[src/rtl/ara_axi_mem_responder_pkg.sv]
// ============================================================================
// Module   : ara_axi_mem_responder_pkg
// Desc     : AXI encodings and default system request/response structs
// Revision : 1.0
// ============================================================================
`default_nettype none

package ara_axi_mem_responder_pkg;

    localparam int unsigned c_axi_addr_w = 64;
    localparam int unsigned c_axi_data_w = 64;
    localparam int unsigned c_axi_id_w   = 6;

    localparam logic [1:0] c_burst_fixed = 2'b00;
    localparam logic [1:0] c_burst_incr  = 2'b01;
    localparam logic [1:0] c_burst_wrap  = 2'b10;

    localparam logic [1:0] c_resp_okay   = 2'b00;
    localparam logic [1:0] c_resp_slverr = 2'b10;

    typedef struct packed {
        logic [c_axi_id_w-1:0]   id;
        logic [c_axi_addr_w-1:0] addr;
        logic [7:0]              len;
        logic [2:0]              size;
        logic [1:0]              burst;
        logic [5:0]              atop;
    } ara_aw_chan_t;

    typedef struct packed {
        logic [c_axi_id_w-1:0]   id;
        logic [c_axi_addr_w-1:0] addr;
        logic [7:0]              len;
        logic [2:0]              size;
        logic [1:0]              burst;
    } ara_ar_chan_t;

    typedef struct packed {
        logic [c_axi_data_w-1:0]   data;
        logic [c_axi_data_w/8-1:0] strb;
        logic                      last;
    } ara_w_chan_t;

    typedef struct packed {
        logic [c_axi_id_w-1:0] id;
        logic [1:0]            resp;
    } ara_b_chan_t;

    typedef struct packed {
        logic [c_axi_id_w-1:0]   id;
        logic [c_axi_data_w-1:0] data;
        logic [1:0]              resp;
        logic                    last;
    } ara_r_chan_t;

    typedef struct packed {
        ara_aw_chan_t aw;
        logic         aw_valid;
        ara_w_chan_t  w;
        logic         w_valid;
        logic         b_ready;
        ara_ar_chan_t ar;
        logic         ar_valid;
        logic         r_ready;
    } ara_axi_req_t;

    typedef struct packed {
        logic        aw_ready;
        logic        ar_ready;
        logic        w_ready;
        logic        b_valid;
        ara_b_chan_t b;
        logic        r_valid;
        ara_r_chan_t r;
    } ara_axi_resp_t;

    function automatic logic [1:0] beat_resp(input logic i_err);
        return i_err ? c_resp_slverr : c_resp_okay;
    endfunction

endpackage

`default_nettype wire

[src/rtl/ara_axi_burst_addr_gen.sv]
// ============================================================================
// Module   : ara_axi_burst_addr_gen
// Desc     : Combinational AXI beat address (FIXED/INCR/WRAP) and range check
// Revision : 1.0
// ============================================================================
`default_nettype none

module ara_axi_burst_addr_gen
    import ara_axi_mem_responder_pkg::*;
#(
    parameter int unsigned                ADDR_WIDTH = 64,
    parameter int unsigned                DATA_WIDTH = 64,
    parameter int unsigned                NUM_WORDS  = 1024,
    parameter int unsigned                IDX_WIDTH  = 10,
    parameter logic [ADDR_WIDTH-1:0]      BASE_ADDR  = 64'h8000_0000
) (
    input  logic [ADDR_WIDTH-1:0] i_addr,
    input  logic [7:0]            i_len,
    input  logic [2:0]            i_size,
    input  logic [1:0]            i_burst,
    input  logic [7:0]            i_beat,
    output logic [ADDR_WIDTH-1:0] o_addr,
    output logic [IDX_WIDTH-1:0]  o_index,
    output logic                  o_err
);

    localparam int unsigned c_offs = $clog2(DATA_WIDTH / 8);

    logic [ADDR_WIDTH-1:0] w_step;
    logic [ADDR_WIDTH-1:0] w_aligned;
    logic [ADDR_WIDTH-1:0] w_incr;
    logic [ADDR_WIDTH-1:0] w_block;
    logic [ADDR_WIDTH-1:0] w_wbase;
    logic [ADDR_WIDTH-1:0] w_wrap;
    logic [ADDR_WIDTH-1:0] w_rel;
    logic [ADDR_WIDTH-1:0] w_word;

    always_comb begin
        w_step    = ADDR_WIDTH'(1) << i_size;
        w_aligned = i_addr & ~(w_step - ADDR_WIDTH'(1));
        w_incr    = w_aligned + (ADDR_WIDTH'(i_beat) << i_size);
        // Wrap block is (len+1) beats wide and naturally aligned to its size
        w_block   = (ADDR_WIDTH'(i_len) + ADDR_WIDTH'(1)) << i_size;
        w_wbase   = i_addr & ~(w_block - ADDR_WIDTH'(1));
        w_wrap    = w_wbase + ((w_incr - w_wbase) & (w_block - ADDR_WIDTH'(1)));

        case (i_burst)
            c_burst_fixed: o_addr = i_addr;
            c_burst_wrap:  o_addr = w_wrap;
            default:       o_addr = w_incr;
        endcase

        w_rel   = o_addr - BASE_ADDR;
        w_word  = w_rel >> c_offs;
        o_err   = (o_addr < BASE_ADDR) || (w_word >= ADDR_WIDTH'(NUM_WORDS));
        o_index = w_word[IDX_WIDTH-1:0];
    end

endmodule

`default_nettype wire

[src/rtl/ara_axi_mem_responder.sv]
// ============================================================================
// Module   : ara_axi_mem_responder
// Desc     : AXI4 subordinate serving one burst at a time from a 1-cycle SRAM
// Revision : 1.0
// ============================================================================
`default_nettype none

module ara_axi_mem_responder
    import ara_axi_mem_responder_pkg::*;
#(
    parameter int unsigned                    AXI_ADDR_WIDTH = 64,
    parameter int unsigned                    AXI_DATA_WIDTH = 64,
    parameter int unsigned                    AXI_ID_WIDTH   = 6,
    parameter int unsigned                    NUM_WORDS      = 1024,
    parameter logic [AXI_ADDR_WIDTH-1:0]      BASE_ADDR      = 64'h8000_0000,
    parameter type                            axi_req_t      = ara_axi_req_t,
    parameter type                            axi_resp_t     = ara_axi_resp_t,
    localparam int unsigned                   c_idx_w        = (NUM_WORDS > 1) ? $clog2(NUM_WORDS) : 1,
    localparam int unsigned                   c_strb_w       = AXI_DATA_WIDTH / 8
) (
    input  logic                      clk_i,
    input  logic                      rst_ni,
    input  axi_req_t                  axi_req_i,
    output axi_resp_t                 axi_resp_o,
    output logic                      mem_req_o,
    output logic                      mem_we_o,
    output logic [c_idx_w-1:0]        mem_addr_o,
    output logic [AXI_DATA_WIDTH-1:0] mem_wdata_o,
    output logic [c_strb_w-1:0]       mem_be_o,
    input  logic [AXI_DATA_WIDTH-1:0] mem_rdata_i
);

    typedef enum logic [1:0] {
        ST_IDLE  = 2'd0,
        ST_READ  = 2'd1,
        ST_WRITE = 2'd2,
        ST_WRESP = 2'd3
    } state_t;

    state_t                    r_state;
    state_t                    w_state_d;
    logic                      r_rr;
    logic [AXI_ID_WIDTH-1:0]   r_id;
    logic [AXI_ADDR_WIDTH-1:0] r_addr;
    logic [7:0]                r_len;
    logic [2:0]                r_size;
    logic [1:0]                r_burst;
    logic [7:0]                r_beat;
    logic                      r_rd_done;
    logic                      r_rvalid;
    logic                      r_rfresh;
    logic [1:0]                r_rresp;
    logic                      r_rlast;
    logic [AXI_DATA_WIDTH-1:0] r_hold;
    logic                      r_werr;

    logic                      w_pick_wr;
    logic                      w_aw_hs;
    logic                      w_ar_hs;
    logic                      w_w_hs;
    logic                      w_r_hs;
    logic                      w_b_hs;
    logic                      w_rd_issue;
    logic                      w_last_beat;
    logic                      w_beat_err;
    logic [c_idx_w-1:0]        w_index;
    logic [AXI_ADDR_WIDTH-1:0] w_unused_addr;
    logic                      w_unused;

    ara_axi_burst_addr_gen #(
        .ADDR_WIDTH (AXI_ADDR_WIDTH),
        .DATA_WIDTH (AXI_DATA_WIDTH),
        .NUM_WORDS  (NUM_WORDS),
        .IDX_WIDTH  (c_idx_w),
        .BASE_ADDR  (BASE_ADDR)
    ) u_addr_gen (
        .i_addr  (r_addr),
        .i_len   (r_len),
        .i_size  (r_size),
        .i_burst (r_burst),
        .i_beat  (r_beat),
        .o_addr  (w_unused_addr),
        .o_index (w_index),
        .o_err   (w_beat_err)
    );

    assign w_unused    = ^{w_unused_addr, axi_req_i.aw.atop};
    // r_rr set means the write side was served last, so a pending read wins
    assign w_pick_wr   = axi_req_i.aw_valid && (!axi_req_i.ar_valid || !r_rr);
    assign w_last_beat = (r_beat == r_len);

    always_comb begin
        w_state_d   = r_state;
        axi_resp_o  = '0;
        mem_req_o   = 1'b0;
        mem_we_o    = 1'b0;
        mem_addr_o  = '0;
        mem_wdata_o = '0;
        mem_be_o    = '0;
        w_aw_hs     = 1'b0;
        w_ar_hs     = 1'b0;
        w_w_hs      = 1'b0;
        w_r_hs      = 1'b0;
        w_b_hs      = 1'b0;
        w_rd_issue  = 1'b0;

        case (r_state)
            ST_IDLE: begin
                if (w_pick_wr) begin
                    axi_resp_o.aw_ready = 1'b1;
                    w_aw_hs             = 1'b1;
                    w_state_d           = ST_WRITE;
                end else if (axi_req_i.ar_valid) begin
                    axi_resp_o.ar_ready = 1'b1;
                    w_ar_hs             = 1'b1;
                    w_state_d           = ST_READ;
                end
            end
            ST_READ: begin
                w_rd_issue = !r_rd_done && (!r_rvalid || axi_req_i.r_ready);
                if (w_rd_issue && !w_beat_err) begin
                    mem_req_o  = 1'b1;
                    mem_addr_o = w_index;
                end
                w_r_hs = r_rvalid && axi_req_i.r_ready;
                if (w_r_hs && r_rlast) begin
                    w_state_d = ST_IDLE;
                end
            end
            ST_WRITE: begin
                axi_resp_o.w_ready = 1'b1;
                w_w_hs             = axi_req_i.w_valid;
                if (w_w_hs && !w_beat_err) begin
                    mem_req_o   = 1'b1;
                    mem_we_o    = 1'b1;
                    mem_addr_o  = w_index;
                    mem_wdata_o = axi_req_i.w.data;
                    mem_be_o    = axi_req_i.w.strb;
                end
                if (w_w_hs && w_last_beat) begin
                    w_state_d = ST_WRESP;
                end
            end
            ST_WRESP: begin
                axi_resp_o.b_valid = 1'b1;
                axi_resp_o.b.id    = r_id;
                axi_resp_o.b.resp  = beat_resp(r_werr);
                w_b_hs             = axi_req_i.b_ready;
                if (w_b_hs) begin
                    w_state_d = ST_IDLE;
                end
            end
            default: w_state_d = ST_IDLE;
        endcase

        axi_resp_o.r_valid = r_rvalid;
        axi_resp_o.r.id    = r_id;
        axi_resp_o.r.data  = r_rfresh ? mem_rdata_i : r_hold;
        axi_resp_o.r.resp  = r_rresp;
        axi_resp_o.r.last  = r_rlast;
    end

    always_ff @(posedge clk_i or negedge rst_ni) begin
        if (!rst_ni) begin
            r_state   <= ST_IDLE;
            r_rr      <= 1'b0;
            r_id      <= '0;
            r_addr    <= '0;
            r_len     <= '0;
            r_size    <= '0;
            r_burst   <= '0;
            r_beat    <= '0;
            r_rd_done <= 1'b0;
            r_rvalid  <= 1'b0;
            r_rfresh  <= 1'b0;
            r_rresp   <= '0;
            r_rlast   <= 1'b0;
            r_hold    <= '0;
            r_werr    <= 1'b0;
        end else begin
            r_state <= w_state_d;

            if (w_aw_hs) begin
                r_rr      <= 1'b1;
                r_id      <= axi_req_i.aw.id;
                r_addr    <= axi_req_i.aw.addr;
                r_len     <= axi_req_i.aw.len;
                r_size    <= axi_req_i.aw.size;
                r_burst   <= axi_req_i.aw.burst;
                r_beat    <= '0;
                r_rd_done <= 1'b0;
            end else if (w_ar_hs) begin
                r_rr      <= 1'b0;
                r_id      <= axi_req_i.ar.id;
                r_addr    <= axi_req_i.ar.addr;
                r_len     <= axi_req_i.ar.len;
                r_size    <= axi_req_i.ar.size;
                r_burst   <= axi_req_i.ar.burst;
                r_beat    <= '0;
                r_rd_done <= 1'b0;
            end

            // SRAM data is only live for one cycle; park it for stalled beats
            if (r_rfresh) begin
                r_hold   <= mem_rdata_i;
                r_rfresh <= 1'b0;
            end

            if (w_rd_issue) begin
                r_rvalid <= 1'b1;
                r_rfresh <= !w_beat_err;
                r_rresp  <= beat_resp(w_beat_err);
                r_rlast  <= w_last_beat;
                if (w_beat_err) begin
                    r_hold <= '0;
                end
                if (w_last_beat) begin
                    r_rd_done <= 1'b1;
                end else begin
                    r_beat <= r_beat + 8'd1;
                end
            end else if (w_r_hs) begin
                r_rvalid <= 1'b0;
            end

            if (w_w_hs) begin
                r_werr <= r_werr | w_beat_err | (axi_req_i.w.last != w_last_beat);
                if (!w_last_beat) begin
                    r_beat <= r_beat + 8'd1;
                end
            end

            if (w_b_hs) begin
                r_werr <= 1'b0;
            end
        end
    end

    a_no_atop : assert property (@(posedge clk_i) disable iff (!rst_ni)
        w_aw_hs |-> (axi_req_i.aw.atop == '0));

endmodule

`default_nettype wire

[config.mk]
export PLATFORM = sky130hd
export DESIGN_NAME = ara_axi_mem_responder
export DESIGN_NICKNAME = d
export VERILOG_FILES = /design/src/rtl/ara_axi_mem_responder_pkg.sv /design/src/rtl/ara_axi_burst_addr_gen.sv /design/src/rtl/ara_axi_mem_responder.sv
export SDC_FILE = /design/constraint.sdc
export NUM_CORES = 1
export LEC_CHECK = 0
export CAP_MARGIN = 20
export CORE_ASPECT_RATIO = 0.5
export CORE_MARGIN = 1.5
export CORE_UTILIZATION = 31
export CTS_BUF_LIST = sky130_fd_sc_hd__clkbuf_8
export DETAILED_ROUTE_END_ITERATION = 7
export GPL_ROUTABILITY_DRIVEN = 0
export PLACE_DENSITY = 0.51
export SLEW_MARGIN = 5
export SYNTH_ARGS = -nofsm -noshare
export SYNTH_HDL_FRONTEND = slang
export SYNTH_HIERARCHICAL = 1
export SYNTH_SLANG_ARGS = --single-unit
[constraint.sdc]
create_clock -name clk_i -period 37.7 [get_ports clk_i]
set_clock_uncertainty 0.05 [all_clocks]
set_input_delay 7.54 -clock clk_i [delete_from_list [all_inputs] [get_ports clk_i]]
set_output_delay 7.54 -clock clk_i [all_outputs]
set_load 0.005 [all_outputs]
* Word-level counts from Yosys, hierarchy flattened
Index checks and enable logic that the tools add are counted.
** Word-level totals
- Output and inout port bits :: 170
- Bits in registers :: 165
** Operators by class
- Multiplexer cells :: 62
- Eq/ne operators :: 10
- Shift operators :: 3
- Bitwise gates (word level) :: 7
- Add/sub/neg operators :: 8
- Magnitude comparators :: 2
- Reduce and logical (&&, ||, !) cells :: 21
** Operators by type and width (number)
- 64-bit two-way mux :: 7
- 64-bit bitwise AND :: 3
- 64-bit adder :: 2
- 64-bit NOT :: 2
- 64-bit case mux with 2 select lines :: 1
- 64-bit by 1-bit subtractor with 64-bit output (second input constant) :: 2
- 8-bit two-way mux :: 10
- 64-bit by 32-bit less-than comparator with 1-bit output (second input constant) :: 1
- 1-bit by 3-bit left shift with 64-bit output (first input constant) :: 1
- 64-bit by 3-bit left shift with 64-bit output :: 1
- 8-bit by 3-bit left shift with 64-bit output :: 1
- 64-bit by 32-bit subtractor with 64-bit output (second input constant) :: 1
- 64-bit subtractor :: 1
- 61-bit by 11-bit greater-or-equal comparator with 1-bit output (second input constant) :: 1
- 1-bit two-way mux :: 24
- 10-bit two-way mux :: 2
- 2-bit two-way mux :: 10
- 10-bit case mux with 2 select lines :: 1
- 6-bit two-way mux :: 2
- 8-bit by 1-bit adder with 9-bit output (second input constant) :: 1
- 9-bit two-way mux :: 1
- 8-bit by 1-bit adder with 8-bit output (second input constant) :: 1
- 8-bit == test :: 1
- 2-bit case mux with 4 select lines :: 1
- 14 further kinds :: 35

* Longest topological paths before layout
Gate-level depths: netlist of run 1.
- Depth after elaboration :: 16
- Gate-level depth with buffers :: 60

* Modules after synthesis
Netlist of run 1, hierarchy kept.
** Modules (own cells, without submodules)
- ara_axi_burst_addr_gen :: times used 1, sequential area each 0.0 sq um, cells an instance 1993, area each 12628.4 sq um
- ara_axi_mem_responder :: times used 1, sequential area each 4103.9 sq um, cells an instance 794, area each 8353.0 sq um

* Least setup slack after synthesis of run 1
No wires, ideal clock.
- Path kind :: flip-flop to output port
- Start :: register r_size[0]
- End :: output port mem_wdata_o[54]
- Data required time :: 30.110 ns
- Arrival :: 11.884 ns
- Stages on the path, launching flop included :: 59
- Slack :: 18.226 ns
- Cell sequence :: dfrtp_1 > buf_4 > buf_2 > buf_2 > buf_1 > mux2_2 > o21ai_0 > mux2i_1 > ha_1 > and3_1 > a22o_1 > a31oi_1 > a211oi_1 > a311o_1 > and2_1 > clkbuf_1 > nand2_1 > nor2_1 > (+23 left out) > nand3_1 > nor3_1 > nand2_1 > a211oi_1 > a21oi_1 > and3_1 > o21ai_1 > o221ai_1 > a211o_1 > or2_2 > nor4b_1 > nand3_1 > a2111oi_2 > o2111ai_1 > nor2_1 > clkbuf_1 > clkbuf_1 > and2_1
** Between the ends
- Longest elaborated chain between the ends :: 16
- Elaborated cells on any way between the ends :: 22
- Classes of those cells :: 6 x add/sub; 2 x order compare; 3 x shift; 3 x mux; 5 x bitwise; 3 x reduce/logical
** Ends and longest elaborated chain
- from (decl) :: line ara_axi_mem_responder.sv:46 : logic [2:0] r_size;
- from (signal assigned) :: line ara_axi_mem_responder.sv:188 : r_size <= axi_req_i.aw.size;
- from (signal assigned) :: line ara_axi_mem_responder.sv:197 : r_size <= axi_req_i.ar.size;
- 1-bit by 3-bit left shift with 64-bit output :: line ara_axi_burst_addr_gen.sv:39 : w_step = ADDR_WIDTH'(1) << i_size;
- 64-bit by 1-bit subtractor with 64-bit output :: line ara_axi_burst_addr_gen.sv:40 : w_aligned = i_addr & ~(w_step - ADDR_WIDTH'(1));
- 64-bit NOT :: line ara_axi_burst_addr_gen.sv:40
- 64-bit bitwise AND :: line ara_axi_burst_addr_gen.sv:40
- 64-bit adder :: line ara_axi_burst_addr_gen.sv:41 : w_incr = w_aligned + (ADDR_WIDTH'(i_beat) << i_size);
- 64-bit subtractor :: line ara_axi_burst_addr_gen.sv:45 : w_wrap = w_wbase + ((w_incr - w_wbase) & (w_block - ADDR_WIDTH'(1)));
- 64-bit bitwise AND :: line ara_axi_burst_addr_gen.sv:45
- 64-bit adder :: line ara_axi_burst_addr_gen.sv:45
- 64-bit case mux with 2 select lines * :: line ara_axi_burst_addr_gen.sv:47 : case (i_burst)
- 64-bit by 32-bit subtractor with 64-bit output :: line ara_axi_burst_addr_gen.sv:53 : w_rel = o_addr - BASE_ADDR;
- 61-bit by 11-bit greater-or-equal comparator with 1-bit output :: line ara_axi_burst_addr_gen.sv:55 : o_err = (o_addr < BASE_ADDR) || (w_word >= ADDR_WIDTH'(NUM_WORDS));
- 1-bit logical OR * :: line ara_axi_burst_addr_gen.sv:55
- via w_beat_err :: line ara_axi_mem_responder.sv:65 : logic w_beat_err;
- 1-bit logical NOT * :: line ara_axi_mem_responder.sv:133 : if (w_w_hs && !w_beat_err) begin
- 1-bit logical AND * :: line ara_axi_mem_responder.sv:133
- 64-bit two-way mux * :: line ara_axi_mem_responder.sv:133
- 64-bit two-way mux * :: line ara_axi_mem_responder.sv:107 : case (r_state)
- to (decl) :: line ara_axi_mem_responder.sv:28 : output logic [AXI_DATA_WIDTH-1:0] mem_wdata_o,
Mark *: on every way through the listed nets, which the timed path passes. The rest lies on a longest branch.

* Worst setup path after layout of run 1
- Start :: register r_size[2]
- End :: output port mem_addr_o[2]
** Between the ends
- Longest elaborated chain between the ends :: 16
- Elaborated cells on any way between the ends :: 24
- Classes of those cells :: 6 x add/sub; 2 x order compare; 3 x shift; 4 x mux; 5 x bitwise; 4 x reduce/logical
** Ends and longest elaborated chain
- 1-bit by 3-bit left shift with 64-bit output :: line ara_axi_burst_addr_gen.sv:39
- 64-bit by 1-bit subtractor with 64-bit output :: line ara_axi_burst_addr_gen.sv:40
- 64-bit NOT :: line ara_axi_burst_addr_gen.sv:40
- 64-bit bitwise AND :: line ara_axi_burst_addr_gen.sv:40
- 64-bit adder :: line ara_axi_burst_addr_gen.sv:41
- 64-bit subtractor :: line ara_axi_burst_addr_gen.sv:45
- 64-bit bitwise AND :: line ara_axi_burst_addr_gen.sv:45
- 64-bit adder :: line ara_axi_burst_addr_gen.sv:45
- 64-bit case mux with 2 select lines * :: line ara_axi_burst_addr_gen.sv:47
- 64-bit by 32-bit subtractor with 64-bit output :: line ara_axi_burst_addr_gen.sv:53
- 61-bit by 11-bit greater-or-equal comparator with 1-bit output :: line ara_axi_burst_addr_gen.sv:55
- 1-bit logical OR * :: line ara_axi_burst_addr_gen.sv:55
- via w_beat_err :: line ara_axi_mem_responder.sv:65
- 1-bit logical NOT * :: line ara_axi_mem_responder.sv:121, ara_axi_mem_responder.sv:133
- 1-bit logical AND, on equally long branches :: line ara_axi_mem_responder.sv:133, ara_axi_mem_responder.sv:121
- 10-bit two-way mux, on equally long branches :: line ara_axi_mem_responder.sv:133, ara_axi_mem_responder.sv:121
- 10-bit case mux with 2 select lines * :: line ara_axi_mem_responder.sv:107
- to (decl) :: line ara_axi_mem_responder.sv:27 : output logic [c_idx_w-1:0] mem_addr_o,
Marked as above.

==> results of run 1 <==
## final cells by class
| type | instances | area, um^2 | area share |
|---|---|---|---|
| Antenna cell | 2 | 5.00 | 0.000188 |
| Clock buffer | 17 | 234 | 0.00877 |
| Clock inverter | 15 | 215 | 0.00806 |
| Inverter | 134 | 503 | 0.0188 |
| Multi-Input combinational cell | 2291 | 15600 | 0.583 |
| Sequential cell | 164 | 4110 | 0.154 |
| Tap cell | 884 | 1110 | 0.0414 |
| Timing Repair Buffer | 501 | 4960 | 0.186 |
## sequential cells by signal (all words and copies together) (netlist names), 2 cells and up
register	cells
r_state	2
r_hold	64
r_size	3
r_len	8
r_addr	64
r_burst	2
r_id	6
r_beat	8
## worst max-delay path by stage
stage,start,endpoint,slack [ns],cells past startpoint
floorplan,r_size[0]$_DFFE_PN0P_,mem_wdata_o[54],18.27,58
global placement,r_size[2]$_DFFE_PN0P_,mem_addr_o[5],14.75,56
detailed placement,r_size[2]$_DFFE_PN0P_,mem_addr_o[2],14.74,56
CTS,r_size[2]$_DFFE_PN0P_,mem_addr_o[2],14.08,56
global route,r_size[2]$_DFFE_PN0P_,mem_addr_o[5],12.65,56
finish,r_size[2]$_DFFE_PN0P_,mem_addr_o[2],13.95,56
## power groups by stage
stage / Sequential [W] / Combinational [W] / Clock, W
finish: 0.000334 / 0.00188 / 0.000154
global route: 0.000342 / 0.00210 / 0.000165
CTS: 0.000333 / 0.00187 / 0.000160
detailed placement: 0.000336 / 0.00185 / 0
global placement: 0.000336 / 0.00184 / 0
floorplan: 0.000276 / 0.00147 / 0
## worst max-delay path, delay by kind of cell, from the launching register on
kind	cells	cell delay, ns
AND/OR/NAND/NOR	17	3.97
XOR/XNOR	2	0.43
adder cells (fa/ha/maj)	3	1.08
flip-flops	1	0.37
AO/OA/AOI/OAI	29	7.63
buffers and inverters	5	2.06
## routing by layer
| layer | track usage | vias up |
|---|---|---|
| met5 | 0 | - |
| met3 | 0.0259 | 52 |
| met4 | 0.0377 | 6 |
| li1 | - | 10600 |
| met2 | 0.397 | 618 |
| met1 | 0.346 | 10300 |
## stage by stage
| step | cells | util | power, W | setup slack (ns) |
|---|---|---|---|---|
| after CTS | 4005 | 0.406 | 0.00236 | 14.08 |
| after global routing | 4006 | 0.406 | 0.00260 | 12.65 |
| after detailed placement | 3973 | 0.399 | 0.00219 | 14.74 |
| after global placement | 3973 | 0.399 | 0.00217 | 14.75 |
| after floorplan | 2763 | - | 0.00174 | 18.27 |
| final | 4008 | 0.406 | 0.00237 | 13.95 |
## cells in the final DEF, fill, tap and decap left out, drive strengths merged, types with 53 or more instances in the layout
cell type,n
clkdlybuf4s50,476
nand2,316
o21ai,211
nor2,180
a21oi,175
dfrtp,164
inv,140
ha,138
and2,121
mux2i,115
xnor2,104
nand3,81
a21o,76
mux2,73
a21boi,69
xor2,68
nor3,53
==> key figures, run 1 <==
Final layout
  • Final net count: 3566
  • Ratio of cells with drive above 1 in the final layout: 0.0615
  • Syn-to-layout area delta: 28.0%
  • Fillcell total: 6824
  • Design Area, Final: 0.0267 mm^2

Timing
  • RSZ-0062 raised after global routing: false
  • Achievable frequency: 42.1 MHz
  • Hold_ws: 0.438 ns
  • Slew headroom: 0.329
  • Final period util: 0.630
  • Post-layout min period: 23.75 ns
  • Max Slew Vio Count: 0
  • Final hold vios: 0
  • Fin Setup TNS: 0 ns
  • Final setup violation count: 0
  • Worst slew pin tran: 1.01 ns

Setup path
  • RR Endpoint: r_rresp[1]$_DFFE_PN0N_
  • FF-to-FF path depth: 53
  • CP peak stage delay: 0.51 ns
  • Critical path class: flop to primary output
  • CP most frequent cell: a21o_1
  • R2r startpoint: r_size[2]$_DFFE_PN0P_
  • Arr. time, crit path: 16.16 ns
  • Worst Path Required: 30.11 ns
  • Worst setup SP type: flop
  • Slowest CP cell: buf_4
  • Reg2Reg Setup Slack: 23.38 ns
  • CP endpoint kind: primary output
  • CP Max Fanout: 74

Detailed routing
  • Remaining DRCs: 0
  • WL per Instance: 21.3 um
  • Vias: 21600
  • Final wirelength: 85.4 mm
  • DR iter-0 viols: 1816
  • Drt via density: 5.39
  • Post-Route M1 WL: 40.7 mm
  • Highest routed layer: met5
  • Met2 WL: 39.6 mm
  • Pre-antenna DRT Iters: 5
  • WL met3: 4.05 mm
  • ANT nets after route: 0

Floorplan
  • Core area: 0.0657 mm^2
  • Initial Util: 0.317
  • Die Ht: 186 um
  • Die W: 370 um
  • IO Count: 486
  • Die Area: 0.0689 mm^2
  • Rows: 66

Power
  • Logic pwr share: 0.794
  • P_int: 0.00106 W
  • Sw frac: 0.555
  • Pleak: 12.0 nW
  • Pwr Density: 88.9 mW/mm^2
  • Sw Pwr: 0.00132 W
  • Clock power share: 0.065
  • Max VDD drop: 73.0 uV
  • Flop pwr share: 0.141

CTS
  • CTS tree: yes
  • CTS root buffer: clkbuf_8
  • Total clock sinks: 164
  • CTS Buffer Depth: 2
  • Inserted Clock Buffers: 17
  • Post-CTS Repair Setup Buffers: 0
  • # resized after CTS: 0
  • Worst-path clk slew: 0.10 ns
  • Htree depth: 4
  • Worst skew pair latency: 0.50 ns
  • Hold_buf cts: 0

GRT
  • First-pass GRT wire length: 129 mm
  • Vias in the first global route: 20500
  • Initial antenna violation count: 12
  • Largest net degree at the start of global routing: 97
  • Overall routing resource usage: 0.242
  • GRT overflow: 0

Place
  • Post-DP Area: 0.0262 mm^2
  • Port bufs: 477
  • Post-DP HPWL: 68.7 mm

Min path
  • Hold Crit Class: flop to flop
  • Worst hold stages: 1
  • Hold Startpoint: r_rresp[1]$_DFFE_PN0N_
  • Hold EP: r_rresp[1]$_DFFE_PN0N_

Logic synthesis
  • Cells after Synth: 2762
  • Synth warn: 6
  • Syn Area/Cell: 7.55 um^2
  • Cell Area, Synth: 0.0209 mm^2

Outcome
  • Run status: finished clean

Run
  • Max_cap viols: 0
No activity file was read; power rests on OpenSTA's default activity.
==> run 2: changes to the inputs <==
clock period = 23.9 ns   (was 37.7 ns; I/O delays follow)
==> run 2 against run 1 <==
Net effect:
- flip-flop and latch count did not move
- hold slack improved by 0.0030 ns
- cell count barely moved
- non-clock buffer count did not move
- highest routed layer unchanged
- die area did not move
- core utilization fell by 0.053 points
- worst setup slack got worse by 11 ns
- critical path type unchanged
- combinational power rose by 59%
==> key figures, run 2 (synthesized netlist as in run 1, its figures left out) <==
Outcome
  • Run status: finished clean

Detailed routing
  • WL per Instance: 21.2 um (-0.33%)
  • Drt via density: 5.37 (-0.37%)
  • Pre-antenna DRT Iters: 5 (unchanged)
  • DR iter-0 viols: 1721 (-5.2%)
  • Vias: 21500 (-0.34%)
  • Final wirelength: 85.2 mm (-0.31%)
  • ANT nets after route: 0 (unchanged)
  • Remaining DRCs: 0 (unchanged)

CTS
  • CTS tree: yes
  • CTS root buffer: clkbuf_8
  • # resized after CTS: 0 (unchanged)
  • Post-CTS Repair Setup Buffers: 0 (unchanged)
  • Total clock sinks: 164 (unchanged)
  • Worst-path clk slew: 0.10 ns (about the same)
  • Inserted Clock Buffers: 17 (unchanged)
  • CTS Buffer Depth: 2 (unchanged)
  • Htree depth: 4 (unchanged)
  • Worst skew pair latency: 0.51 ns (about the same)
  • Hold_buf cts: 0 (unchanged)

Timing
  • Worst slew pin tran: 1.00 ns (-0.00329 ns)
  • Final setup violation count: 0 (unchanged)
  • RSZ-0062 raised after global routing: false
  • Fin Setup TNS: 0 ns (unchanged)
  • Post-layout min period: 20.59 ns
  • Final period util: 0.862
  • Achievable frequency: 48.6 MHz
  • Slew headroom: 0.331 (+0.00219)
  • PnR worst setup slack: 3.31 ns (-10.64 ns)
  • Final hold vios: 0 (unchanged)
  • Max Slew Vio Count: 0 (unchanged)

Setup path
  • Slowest CP cell: a2111oi_0
  • CP endpoint kind: primary output
  • Arr. time, crit path: 15.76 ns (-0.40 ns)
  • CP Max Fanout: 74 (unchanged)
  • CP peak stage delay: 0.68 ns (+0.17 ns)
  • CP most frequent cell: a21oi_1
  • Worst setup SP type: flop
  • Critical path class: flop to primary output
  • Worst Path Required: 19.07 ns (-11.04 ns)

Place
  • Placed Cells: 3973 (unchanged)
  • Worst slack at placement: 3.95 ns (-10.79 ns)
  • Post-DP HPWL: 68.6 mm (about the same)
  • Port bufs: 477 (unchanged)

Power
  • Pwr Density: 140 mW/mm^2 (+58%)
  • Max VDD drop: 118 uV (+62%)
  • Pleak: 12.0 nW (-0.14%)
  • Total power: 0.00373 W (+57%)

GRT
  • First-pass GRT wire length: 128 mm (-1.1%)
  • GRT overflow: 0 (unchanged)
  • Vias in the first global route: 20200 (-1.4%)
  • Overall routing resource usage: 0.240 (-0.00219)
  • Initial antenna violation count: 11 (-1)
  • Largest net degree at the start of global routing: 96 (-1.0%)

Final layout
  • Commonest non-fill, non-tap cell in the layout: clkdlybuf4s50_1
  • Syn-to-layout area delta: 27.8%
  • Fin cells: 4009 (+0.025%)
  • Most frequent cells in the layout: clkdlybuf4s50_1 (476), nand2_1 (315), o21ai_0 (205)
  • Fillcell total: 6800 (-0.35%)
  • Biggest regs: r_addr (64), r_hold (64)
  • Final net count: 3566 (unchanged)
  • Register area: 0.00411 mm^2 (unchanged)
  • Post-layout util: 0.405 (-0.000533)
  • Multi-input gate area: 0.0156 mm^2 (unchanged)
  • Ratio of cells with drive above 1 in the final layout: 0.0618 (+0.000320)

Floorplan
  • Core area: 0.0657 mm^2 (unchanged)
  • Rows: 66 (unchanged)
  • Die W: 370 um (unchanged)
  • Die Area: 0.0689 mm^2 (unchanged)
  • Initial Util: 0.317 (unchanged)
  • IO Count: 486 (unchanged)
  • Die Ht: 186 um (unchanged)

Run
  • Max_cap viols: 0 (unchanged)

Min path
  • Hold Crit Class: flop to flop
-- run 2: path summary, 6_finish.rpt --
check	startpoint	end	slack [ns]	cells after the start
max	r_size[2]$_DFFE_PN0P_	mem_addr_o[9]	3.31	56
min	r_rresp[1]$_DFFE_PN0N_	r_rresp[1]$_DFFE_PN0N_	0.44	1
max reg2reg	r_size[2]$_DFFE_PN0P_	r_rresp[1]$_DFFE_PN0N_	9.96	53
max in group asynchronous	rst_ni	r_rfresh$_DFF_PN0_	17.89	2
min reg2reg	r_rresp[1]$_DFFE_PN0N_	r_rresp[1]$_DFFE_PN0N_	0.44	1
min in group asynchronous	rst_ni	r_addr[2]$_DFFE_PN0P_	4.32	1
-- run 2: critical path, delay by kind of cell, from the launching register on --
kind                       cells  cell delay (ns)
xor gates and xnor gates       2             0.25
adders and majority gates      4             1.55
DFF                            1             0.34
AOI/OAI and AO/OA             28             7.50
buffers and inverters          5             2.01
and+or+nand+nor               17             3.51
-- run 2: cell type report --
class	count	share of cell area
Antenna cell	3	0.000282
Sequential cell	164	0.154
Inverter	134	0.0189
Clock buffer	18	0.00930
Clock inverter	14	0.00615
Tap cell	884	0.0415
Multi-Input combinational cell	2291	0.584
Timing Repair Buffer	501	0.186
-- run 2: stage by stage --
| step | area (um^2) | hold WS [ns] |
|---|---|---|
| finish | 26600 | 0.441 |
| global route | 26600 | 0.467 |
| CTS | 26600 | 0.446 |
| detailed placement | 26200 | 0.424 |
| global placement | 26200 | 0.414 |
| floorplan | 20900 | 0.398 |
-- run 2: metal layers --
metal	vias up	global-route usage	share of wire
li1	10600	-	-
met1	10300	0.341	0.47
met2	539	0.394	0.46
met3	51	0.0291	0.049
met4	6	0.0339	0.012
met5	-	0	0.00040
-- run 2: power by group --
part / internal [W] / leakage, nW / total [W] / switching, W
logic: 0.00119 / 9.63 / 0.00298 / 0.00178
registers: 0.000354 / 2.13 / 0.000525 / 0.000171
clock network: 0.0000992 / 0.211 / 0.000229 / 0.000130
total: 0.00165 / 12.0 / 0.00373 / 0.00209
